===== src/rtl/decoder_pipe.sv =====
// Registered one-hot decoder with valid/ready handshake, programmable enable mask
// and a modulo transfer counter. One transfer per cycle at full throughput.

module decoder_pipe_lane #(
   parameter int SEL_W = 4,
   parameter int IDX   = 0
) (
   input  logic [SEL_W-1:0] sel,
   input  logic             en,
   input  logic             mask_bit,
   output logic             hit
);
   assign hit = en && mask_bit && (sel == SEL_W'(IDX));
endmodule

module decoder_pipe #(
   parameter int SEL_W     = 4,
   parameter int OUT_W     = 2**SEL_W,
   parameter bit HOLD_LAST = 1'b0,
   parameter int CNT_W     = 16
) (
   input  logic             clk,
   input  logic             rst_n,
   input  logic             in_valid,
   output logic             in_ready,
   input  logic [SEL_W-1:0] in_sel,
   input  logic             in_en,
   output logic             out_valid,
   input  logic             out_ready,
   output logic [OUT_W-1:0] out_onehot,
   output logic [SEL_W-1:0] out_sel,
   output logic             out_err,
   input  logic             mask_we,
   input  logic [OUT_W-1:0] mask_wdata,
   output logic [OUT_W-1:0] mask,
   output logic [CNT_W-1:0] dec_count
);

   logic             acc;
   logic             err_nxt;
   logic [OUT_W-1:0] onehot_nxt;

   // in_ready deliberately has no path from in_valid.
   assign in_ready = !out_valid || out_ready;
   assign acc      = in_valid && in_ready;
   assign err_nxt  = in_en && !mask[in_sel];

   for (genvar i = 0; i < OUT_W; i++) begin : g_lane
      decoder_pipe_lane #(.SEL_W(SEL_W), .IDX(i)) u_lane (
         .sel      (in_sel),
         .en       (in_en),
         .mask_bit (mask[i]),
         .hit      (onehot_nxt[i])
      );
   end

   always_ff @(posedge clk or negedge rst_n) begin
      if (!rst_n) begin
         out_valid  <= 1'b0;
         out_onehot <= '0;
         out_sel    <= '0;
         out_err    <= 1'b0;
         mask       <= '1;
         dec_count  <= '0;
      end else begin
         if (acc) begin
            out_valid  <= 1'b1;
            out_onehot <= onehot_nxt;
            out_sel    <= in_sel;
            out_err    <= err_nxt;
            dec_count  <= dec_count + CNT_W'(1);
         end else if (out_valid && out_ready) begin
            out_valid <= 1'b0;
            if (!HOLD_LAST) begin
               out_onehot <= '0;
               out_err    <= 1'b0;
            end
         end
         // Same-cycle accept above already sampled the old mask.
         if (mask_we)
            mask <= mask_wdata;
      end
   end

endmodule


===== config.mk =====
export PLATFORM = sky130hd
export DESIGN_NAME = decoder_pipe
export DESIGN_NICKNAME = d
export VERILOG_FILES = /design/src/rtl/decoder_pipe.sv
export SDC_FILE = /design/constraint.sdc
export NUM_CORES = 1
export LEC_CHECK = 0
export BUFFER_PORTS_ARGS = -buffer_cell sky130_fd_sc_hd__buf_2
export CELL_PAD_IN_SITES_DETAIL_PLACEMENT = 0
export CELL_PAD_IN_SITES_GLOBAL_PLACEMENT = 1
export CORE_ASPECT_RATIO = 1.2
export CORE_MARGIN = 2
export CORE_UTILIZATION = 30
export DETAILED_ROUTE_END_ITERATION = 10
export MAX_ROUTING_LAYER = met4
export PLACE_DENSITY_LB_ADDON = 0.1
export SYNTH_ARGS = -nofsm -noshare
export SYNTH_HDL_FRONTEND = slang
export SYNTH_SLANG_ARGS = --single-unit

===== constraint.sdc =====
create_clock -name clk -period 2.1 [get_ports clk]
set_clock_uncertainty 0.2 [all_clocks]
set_input_delay 0.21 -clock clk [delete_from_list [all_inputs] [get_ports clk]]
set_output_delay 0.21 -clock clk [all_outputs]
set_load 0.01 [all_outputs]

After elaboration in Yosys (flattened, before gate mapping)
Index checks and enable logic that the tools add are counted.
- bits in registers: 54
- input port bits: 26
- output and inout bits: 55
- logic and storage cells: 70
- $add $sub $neg: 1
- order comparisons: 1
- eq/ne operators: 15
- multiplexer cells: 7
- reductions and logical operators: 40
- operators by type and width (kind ; count):
    logical AND 1 bit ; 35
    == test 4 bit (second input constant) ; 8
    2-to-1 mux 16 bit ; 2
    adder 16 x 1 -> 16 bit (second input constant) ; 1
    == test 4 x 3 -> 1 bit (second input constant) ; 4
    == test 4 x 2 -> 1 bit (second input constant) ; 2
    < comparator 4 x 5 -> 1 bit (second input constant) ; 1
    binary-select mux 1 bit (select 4 bit) ; 1
    == test 4 x 1 -> 1 bit (second input constant) ; 1
    logical NOT 4 bit ; 1
    2-to-1 mux 1 bit ; 4
    logical NOT 1 bit ; 2
    nonzero test 2 bit ; 1
    logical OR 1 bit ; 1

Depth between registers and ports, before layout
Gate-level depths: netlist of the first run.
- word-level depth: 5
- depth in mapped cells: 5
- mapped depth without buffers: 4

Cells and area by module
A second synthesis of the first run with hierarchy kept.
- cell total of the unflattened synthesis: 195
- area total of the unflattened synthesis: 2512.4 sq um
- modules (own cells, without submodules) (module ; instances ; cells an instance ; area an instance (sq um) ; sequential area each (sq um)):
    decoder_pipe ; 1 ; 159 ; 2247.2 ; 1371.3
    decoder_pipe_lane at g_lane[10].u_lane ... ; 5 ; 2 ; 16.3 ; 0.0
    decoder_pipe_lane at g_lane[13].u_lane ... ; 4 ; 2 ; 18.8 ; 0.0
    decoder_pipe_lane at g_lane[11].u_lane ... ; 2 ; 3 ; 16.3 ; 0.0
    decoder_pipe_lane at g_lane[1].u_lane ... ; 2 ; 2 ; 15.0 ; 0.0
    decoder_pipe_lane at g_lane[3].u_lane ; 1 ; 3 ; 20.0 ; 0.0
    decoder_pipe_lane at g_lane[15].u_lane ; 1 ; 3 ; 13.8 ; 0.0
    decoder_pipe_lane at g_lane[0].u_lane ; 1 ; 2 ; 12.5 ; 0.0

Worst setup path before layout of the first run
Ideal clock, no wire load.
- path type: reg-to-reg
- from: register mask[2]
- to: register out_err
- library setup time: 122 ps
- arrival: 1368 ps
- data required time: 1778 ps
- slack: 411 ps
- stages on the path, launching flop included: 5
- path buffers: 0
- period minus slack after synthesis: 1689 ps
- cell sequence: dfstp_2 mux2i_1 or4_1 and4_4 a32o_1
- word-level cells in the longest chain between the ends: 5
- RTL lines (element ; line ; text):
    from (decl) ; 35 ; output logic [OUT_W-1:0] mask,
    from (signal assigned) ; 81 ; mask <= mask_wdata;
    binary-select mux 1 bit (select 4 bit) ; 46 ; assign err_nxt = in_en && !mask[in_sel];
    2-to-1 mux 1 bit (implied by the code) ; 46 ;
    logical NOT 1 bit ; 46 ;
    logical AND 1 bit ; 46 ;
    2-to-1 mux 1 bit ; 66 ; if (acc) begin
    to (signal assigned) ; 70 ; out_err <= err_nxt;
    to (decl) ; 32 ; output logic out_err,
Every way passes these cells. The select of a mux whose other input is x is not followed.
A chain may end at the register's enable or synchronous reset.

Worst setup path after layout of the first run
- from: register out_valid
- to: register out_onehot[5]
- word-level cells in the longest chain between the ends: 4
- elaborated cells on any way between the ends: 6
- classes of those cells: mux (1); reduce/logical (5)
- RTL lines (element ; line ; text):
    from (decl) ; 28 ; output logic out_valid,
    from (signal assigned) ; 59 ; out_valid <= 1'b0;
    from (signal assigned) ; 67 ; out_valid <= 1'b1;
    from (signal assigned) ; 73 ; out_valid <= 1'b0;
    logical NOT 1 bit ; 44 ; assign in_ready = !out_valid || out_ready;
    logical OR 1 bit ; 44 ;
    logical AND 1 bit ; 45 ; assign acc = in_valid && in_ready;
    2-to-1 mux 16 bit or nonzero test 2 bit (tied branches) ; n/a ;
    to (signal assigned) ; 68 ; out_onehot <= onehot_nxt;
    to (decl) ; 30 ; output logic [OUT_W-1:0] out_onehot,
Parallel ways exist; a longest one is shown, timed or not.

==> results of run 1 <==
==> placed cells by master, fill, tap and decap left out, types with 2 or more instances in the layout <==
cell type,instances
sky130_fd_sc_hd__xor2_1,5
sky130_fd_sc_hd__nor2_1,6
sky130_fd_sc_hd__nor3_1,4
sky130_fd_sc_hd__xnor2_1,10
sky130_fd_sc_hd__dlygate4sd3_1,18
sky130_fd_sc_hd__mux2_2,22
sky130_fd_sc_hd__mux2i_1,3
sky130_fd_sc_hd__dfstp_2,16
sky130_fd_sc_hd__buf_2,80
sky130_fd_sc_hd__a32o_1,16
sky130_fd_sc_hd__and3_1,3
sky130_fd_sc_hd__mux4_1,2
sky130_fd_sc_hd__nand4_1,6
sky130_fd_sc_hd__o21ai_0,2
sky130_fd_sc_hd__inv_1,2
sky130_fd_sc_hd__nand2b_1,2
sky130_fd_sc_hd__buf_4,3
sky130_fd_sc_hd__nor3b_1,2
sky130_fd_sc_hd__clkbuf_8,6
sky130_fd_sc_hd__nand3_1,7
sky130_fd_sc_hd__clkinv_4,2
sky130_fd_sc_hd__dfrtp_1,38
sky130_fd_sc_hd__nand2_1,8
==> sequential cells by signal, indices dropped and copies added, names as in the netlist <==
register and cells:
mask 16, out_sel 4, out_err 1, out_onehot 16, out_valid 1, dec_count 16
==> report_power, final <==
| group | internal (W) | total (W) | leakage, nW | switching, W |
|---|---|---|---|---|
| combinational | 0.000254 | 0.000506 | 0.783 | 0.000252 |
| sequential | 0.00118 | 0.00130 | 0.669 | 0.000120 |
| clock | 0.000272 | 0.000630 | 0.0514 | 0.000357 |
==> metrics by stage <==
stage	util (%)	power, W	std cells	hold slack, ps
5_1_grt	38.98	0.002590	371	104.4
3_5_place_dp	35.51	0.001811	345	-15.11
2_1_floorplan	-	0.001613	190	-285.6
4_1_cts	38.98	0.002479	371	86.47
3_3_place_gp	35.51	0.001809	345	-12.68
6_report	38.98	0.002435	371	96.32
==> worst min-delay path by stage <==
stage,slack [ps],end,start
2_1_floorplan,-290,dec_count[0]$_DFFE_PN0P_,rst_n
3_3_place_gp,-10,out_onehot[2]$_DFFE_PN0P_,rst_n
3_5_place_dp,-20,out_onehot[2]$_DFFE_PN0P_,rst_n
4_1_cts,90,out_sel[3]$_DFFE_PN0P_,in_sel[3]
5_1_grt,100,out_sel[3]$_DFFE_PN0P_,in_sel[3]
6_report,100,out_sel[3]$_DFFE_PN0P_,in_sel[3]
==> final cells by class <==
cell class	instances	share of cell area (%)
Timing Repair Buffer	102	19.82
Clock buffer	6	2.627
Sequential cell	54	43.63
Clock inverter	2	0.5573
Tap cell	95	3.782
Multi-Input combinational cell	109	29.22
Inverter	3	0.3583
==> routing by layer <==
layer  track usage (%)  up-vias  share of wire, %
met2             24.79       48                52
met3             3.730        4               5.4
met4             3.245        0              0.78
met1             16.84      900                42
li1                  -      849                 -
met5                 -        -                 0
==> cell families after synthesis <==
family	after synthesis	synth area share, %
compound gates	19	7.161
xor+xnor	15	5.332
buf+inv	27	7.060
flops	54	55.66
mux	27	13.41
fa+ha+maj	1	0.5078
simple gates	47	10.87
==> results by stage, run 1 <==
Timing:
- The slack of the critical path is 300.6 ps.
- The setup violation total in the final timing report is 0.
- The maximum frequency from static timing analysis is 0.5558 GHz.
- The count of endpoints failing hold in the final timing report is 0.
- The worst pin sits at a relative slew slack of roughly 65%.
- In the finished design, the share of the clock period the worst path needs comes to around 86%.
- The max-slew violation count came to 0.
- At the pin with the least slew margin, the transition time is 525.1 ps.
- The sum of negative setup slack is 0 ps.
- The time the final worst path needs with I/O delays and setup is 1799 ps.
- Setup repair after global routing left no endpoint under its margin.

Logic synthesis:
- By count the netlist is led by sky130_fd_sc_hd__dfrtp_1 (38), sky130_fd_sc_hd__mux2_2 (22), sky130_fd_sc_hd__a32o_1 (16), sky130_fd_sc_hd__buf_4 (16), sky130_fd_sc_hd__dfstp_2 (16).
- The most common cell in the synthesized netlist is sky130_fd_sc_hd__dfrtp_1.
- By area the synthesized netlist is led by sky130_fd_sc_hd__dfrtp_1 (39%), sky130_fd_sc_hd__dfstp_2 (17%), sky130_fd_sc_hd__mux2_2 (10%), sky130_fd_sc_hd__a32o_1 (6.5%), sky130_fd_sc_hd__buf_4 (4.9%).
- In the synthesized netlist the dominant register cell turns out to be sky130_fd_sc_hd__dfrtp_1.
- Of all flip-flops after synthesis, the portion carrying an async set or reset was 100.0%.
- The count of mapped cells out of synthesis is 190.
- The number of different library cells in the post-synthesis netlist is 34.
- The yosys synthesis warning count is 0.
- Synthesis inferred 54 register bits.
- The number of synthesized flops with an enable pin is 0.
- The synthesized netlist occupies a cell area of between 2000 and 2500 um2.
- The largest area contributor in the netlist is sky130_fd_sc_hd__dfrtp_1.
- Synthesis produced a netlist with a net count of 217.
- Sequential elements use a little under three fifths of the synthesized area.
- Each instance of the synthesized netlist takes up on average approximately 13 um2.
- The top cell type by area accounts for 38.60% of the synthesized area.

Place:
- The half-perimeter wire length of the detailed placement result is between 4 and 5 mm.
- The congestion estimate from routability-driven global placement came to 0.7293.
- The number of input and output port buffers inserted is 80.
- The pre-CTS setup slack is around 300 ps.
- The placed cell area is 2863 um2.

Floorplan:
- The horizontal die dimension is a little under 90 um.
- In this run the vertical extent of the chip is approximately 100 um.
- The area of the placeable core is roughly 8000 um2.
- The die covers 8956 um2.
- The boundary pin count is 81.
- The placement row count is 36.
- For this configuration, the core starts out at a cell density of between 30% and 40%.

Worst setup path:
- The capturing instance or port of the critical path is out_onehot[5]$_DFFE_PN0P_.
- The data required time at the worst endpoint is ~2200 ps.
- The critical path starts at out_valid$_DFFE_PN0P_.
- The setup slack of the most critical reg-to-reg path is about 300 ps.
- The number of stages on the worst setup path is 4.
- The signal on the critical path passes through nand2b_1 > nand3_1 > nor3b_1 > a32o_1.
- The number of buffer and inverter stages on the critical path is 0.
- The slowest cell on the critical path is sky130_fd_sc_hd__nor3b_1.
- The data arrival time of the critical path is 1850 ps.
- Measured in cells, the most critical reg-to-reg path has a length of 4.
- In this run the critical register-to-register path is captured at out_onehot[5]$_DFFE_PN0P_.
- In this run the worst path has a maximum fanout of 8.
- The path type of the worst setup path is reg2reg.
- The family with the most delay on the worst path is simple AND/OR/NAND/NOR gates.
- For this run, the slowest stage of the critical path takes around 500 ps.
- The worst register-to-register path begins at out_valid$_DFFE_PN0P_.
- The worst setup path is launched from a flop.
- The sort of element at the end of the critical path is a flop.

Final layout:
- After the last flow step, the layout net total stands at 302.
- Compared with the post-synthesis result, the final layout area differs by 27.58%.
- The fraction of final layout cells with drive strength greater than 1 is between 40% and 50%.
- The total inserted antenna cells is 0.
- Once layout is done, the placed cells without fillers occupy between 3000 and 4000 um2.
- In the final layout, the multi-input gates occupy roughly 920 um2.
- In the final layout, flip-flops and latches occupy 1371 um2.
- The fill cell total of the finished layout is between 800 and 900.

Flow run:
- The tool flagged a number of max-cap violations equal to 0.

Worst hold path:
- In this run the worst hold path is classified as in2reg.
- The count of cells along the worst hold path is 2.

Global route:
- The first global-routing pass estimated approximately 9.5 mm of wire.
- Entering global routing, the biggest net connects 38 pins.
- The number of antenna violations at the first check in global routing is 0.
- Global routing consumed, over all layers together, 14.35% of the routing resources.
- The via count of the first global-routing pass was between 1,500 and 2,000.
- The total overflow left after global routing is 0.

Clock tree:
- The longest clock path from root to sink contains 2 buffers.
- The number of setup buffers added after CTS is 0.
- For the worst-skew pair, the clock arrives at the later sink with an insertion delay of about 310 ps.
- The hold buffer count at CTS is 18.
- The clock sink count is between 50 and 60.
- The tree is rooted in a sky130_fd_sc_hd__clkbuf_8.
- The number of H-tree levels is 2.
- The post-cts gate resize count is 0.
- After clock tree synthesis, the clock-pin slew on the worst setup and hold paths is approximately 110 ps.
- The number of buffers added by the clock tree synthesis step is 5.
- The CTS tree is built.

Power and ir drop:
- The static leakage power is approximately 1.5 nW.
- Across the VDD grid, the largest voltage drop is around 0.00044 V.
- The power per cell area is approximately 770 nW/um2.

Status:
- The flow ran to the end, and the final reports show no timing, DRC or antenna violations.

Detailed routing:
- The number of DRC markers in iteration 0 is 56.
- The wire length reported by the detailed router is between 6 and 7 mm.
- Using the TritonRoute via totals, the vias-per-cell ratio works out to between 4 and 5.
- In the final routed layout, each cell accounts on average for around 17 um.
- The number of vias after detailed routing is 1,801.
- The count of unresolved DRC violations after routing is 0.
- The first-pass iteration count of the detailed router is 4.
- The detail route stage leaves a number of antenna-violating nets equal to 0.
Power figures use the tool's default switching activity.
==> run 2: changes to the inputs <==
--- a/config.mk
+++ b/config.mk
@@ -8,7 +8,6 @@
 export BUFFER_PORTS_ARGS = -buffer_cell sky130_fd_sc_hd__buf_2
 export CELL_PAD_IN_SITES_DETAIL_PLACEMENT = 0
 export CELL_PAD_IN_SITES_GLOBAL_PLACEMENT = 1
-export CORE_ASPECT_RATIO = 1.2
 export CORE_MARGIN = 2
 export CORE_UTILIZATION = 30
 export DETAILED_ROUTE_END_ITERATION = 10
==> run 2 against run 1 <==
Non-clock buffer count is 1 higher. First-iteration DRC count down 30%. Via count is 0.94% higher. Clock power grew 16%. Power is 4.0% higher. Design area up 1.2%. Register-to-register slack better by 20 ps. Worst hold slack about the same.
==> results by stage, run 2 (same netlist as run 1, synthesis figures left out) <==
Worst setup path:
- The family with the most delay on the worst path is simple AND/OR/NAND/NOR gates.
- The number of cell instances on the worst register-to-register path is 4 (unchanged).
- The number of stages on the worst setup path is 4 (unchanged).
- The data arrival time of the critical path is 1820 ps (-30 ps).
- The critical path goes through nand2b_1 > nand3_1 > nor3b_1 > a32o_1.
- The setup slack of the most critical reg-to-reg path is 320 ps (+20 ps).
- The data required time at the worst endpoint is 2140 ps (about the same).
- The maximum fanout count along the critical path is 8 (unchanged).
- The critical path startpoint category is a flop.
- The slowest cell on the critical path is sky130_fd_sc_hd__nor3b_1.
- The startpoint of the worst-slack reg-to-reg timing path is out_valid$_DFFE_PN0P_.
- The number of buffer and inverter stages on the critical path is 0 (unchanged).
- The worst register-to-register path ends at out_onehot[6]$_DFFE_PN0P_.
- The capturing instance or port of the critical path is out_onehot[6]$_DFFE_PN0P_.
- The most critical setup path has its startpoint at out_valid$_DFFE_PN0P_.
- The peak per-stage delay on the critical path was 480 ps (-20 ps).
- The worst setup path is captured at a flop.
- The path type of the worst setup path is reg2reg.

Global route:
- The maximum number of pins on one net before global-route repair came to 38 (unchanged).
- The global-route wire length before repair came to 9.666 mm (+1.7%).
- The total grt overflow is 0 (unchanged).
- The overall global routing resource usage is 14.49% (+0.14 points).
- The number of antenna violations at the first check in global routing is 0 (unchanged).
- The via count of the first global-routing pass was 1,811 (+2.8%).

Flow run:
- The count of maximum capacitance violations came to 0 (unchanged).

Worst hold path:
- In this run the worst hold path is classified as in2reg.
- The count of cells along the worst hold path is 2 (unchanged).

Timing:
- The setup violation total in the final timing report came to 0 (unchanged).
- The time the final worst path needs with I/O delays and setup is 1776 ps (-23.29 ps).
- The slack of the critical path is 323.9 ps (+23.29 ps).
- Setup repair after global routing left no endpoint under its margin.
- The max-slew violation count is 0 (unchanged).
- The final clock period utilization by the worst path is 84.57% (-1.1 points).
- The count of endpoints failing hold in the final timing report was 0 (unchanged).
- The sum of negative setup slack is 0 ps (unchanged).
- The relative max-transition margin is 66.25% (+1.4 points).
- The maximum frequency from static timing analysis is 0.5630 GHz (+1.3%).
- The pin slew with the least headroom to its limit came to 504.0 ps (-21.15 ps).

Clock tree:
- The post-cts gate resize count is 0 (unchanged).
- The maximum clock insertion buffer count is 2 (unchanged).
- The clock insertion delay at the later pin of the skew report is 300 ps (about the same).
- The clock sink count is 54 (unchanged).
- The number of buffers added by the clock tree synthesis step is 5 (unchanged).
- The hold buffer count at CTS is 18 (unchanged).
- The total setup buffers inserted after CTS is 0 (unchanged).
- The tree is rooted in a sky130_fd_sc_hd__clkbuf_8.
- The post-CTS clock slew at the launch and capture registers of the worst setup and hold paths came to 90 ps (-20 ps).
- TritonCTS built the clock tree.
- The number of H-tree levels is 2 (unchanged).

Detailed routing:
- The wire length reported by the detailed router is 6.101 mm (-1.1%).
- The number of DRC markers in iteration 0 is 39 (-30%).
- The met1 wire length was 2.728 mm (+4.9%).
- The average wire length per cell after detail routing was 15.97 um (-3.9%).
- Signal routing reaches up to met4.
- The number of vias after detailed routing was 1,818 (+0.94%).
- The count of unresolved DRC violations after routing is 0 (unchanged).
- The total length of routed met3 wires came to 284 um (-14%).
- The first-pass iteration count of the detailed router is 4 (unchanged).
- The met2 wire length came to 3.021 mm (-5.2%).
- The post-detailed-route via-to-cell ratio is 4.759 (-2.0%).
- The number of antenna-violating nets in the routed design is 0 (unchanged).

Final layout:
- The total number of nets in the final design is 303 (+0.33%).
- The largest registers in the layout are dec_count: 16 flops, mask: 16 flops, out_onehot: 16 flops.
- The design area came to 3179 um2 (+1.2%).
- The area added between synthesis and finish is 29.05%.
- The total inserted antenna cells is 0 (unchanged).
- The fraction of final layout cells with drive strength greater than 1 is 48.01% (-0.17 points).
- Leaving out fill and tap cells, the most frequent cells in the layout are sky130_fd_sc_hd__buf_2 (80), sky130_fd_sc_hd__dfrtp_1 (38), sky130_fd_sc_hd__mux2_2 (22), sky130_fd_sc_hd__dlygate4sd3_1 (18).
- Leaving out fill and tap cells, the most frequent cell in the layout is sky130_fd_sc_hd__buf_2.

Place:
- The final estimated routing congestion in global placement is 0.7349 (+0.77%).
- The number of input and output port buffers inserted came to 80 (unchanged).
- The pre-CTS setup slack is 284.6 ps (-11.40 ps).
- The half-perimeter wire length of the detailed placement result is 4.366 mm (-1.3%).
- The placed cell area is 2883 um2 (+0.70%).

Power and ir drop:
- The power per cell area is 796.4 nW/um2 (+2.8%).
- The internal power is 0.001822 W (+6.9%).
- The worst supply voltage drop on vdd is 0.0004107 V (-7.1%).
- The sequential cell fraction of total power was 51.4% (-2.0 points).
- The clock group share of total power came to 28.8% (+2.9 points).
- The static leakage power was 1.516 nW (+0.83%).
- The switching part of the total power was 28.03% (-1.9 points).
- The switching power summed over all nets is 0.0007096 W (-2.8%).
- The relative contribution of combinational cells to total power is 19.8% (-1.0 points).
- The total power consumption of the routed design is 0.002532 W (+4.0%).

Floorplan:
- The initial core utilization came to 30.44% (-0.11 points).
- The area of the placeable core was 8093 um2 (+0.37%).
- The boundary pin count is 81 (unchanged).
- The area enclosed by the die boundary is 8953 um2 (about the same).
- The height of the die is 94.62 um (-8.4%).
- The horizontal die dimension is 94.62 um (+9.1%).
- The placement row count is 33 (-8.3%).

Status:
- The flow ran to the end, and the final reports show no timing, DRC or antenna violations.
==> run 2: layer usage <==
layer | vias up | track usage [%]
met2 | 50 | 24.41
met3 | 5 | 3.192
met4 | 0 | 3.986
met1 | 908 | 17.55
met5 | - | -
li1 | 855 | -
==> run 2: how the worst min path moves through the flow <==
stage,to,start
finish,out_sel[3]$_DFFE_PN0P_,in_sel[3]
floorplan,dec_count[0]$_DFFE_PN0P_,rst_n
CTS,out_sel[3]$_DFFE_PN0P_,in_sel[3]
detailed placement,dec_count[1]$_DFFE_PN0P_,rst_n
global placement,dec_count[1]$_DFFE_PN0P_,rst_n
global route,out_sel[3]$_DFFE_PN0P_,in_sel[3]
==> run 2: power by group through the flow <==
| stage | combinational, W | clock [W] | sequential, W |
|---|---|---|---|
| floorplan | 0.000281 | 0 | 0.00133 |
| global placement | 0.000487 | 0 | 0.00132 |
| detailed placement | 0.000488 | 0 | 0.00132 |
| CTS | 0.000514 | 0.000761 | 0.00131 |
| global route | 0.000558 | 0.000803 | 0.00132 |
| finish | 0.000501 | 0.000729 | 0.00130 |
==> run 2: area by class of cell <==
type | instances | area, um2
fill | 830 | 4913
sequential | 54 | 1371
multi-input combinational | 109 | 918.4
timing repair buffer | 103 | 630.6
tap | 105 | 131.4
clock buffer | 7 | 86.33
clock inverter | 1 | 30.03
inverter | 3 | 11.26
==> run 2: per-stage QoR <==
stage	hold WS (ps)	instances	util [%]
2_1_floorplan	-285.6	190	-
3_3_place_gp	-4.160	356	35.62
3_5_place_dp	-5.421	356	35.62
4_1_cts	85.14	382	39.29
5_1_grt	102.9	382	39.29
6_report	96.34	382	39.29
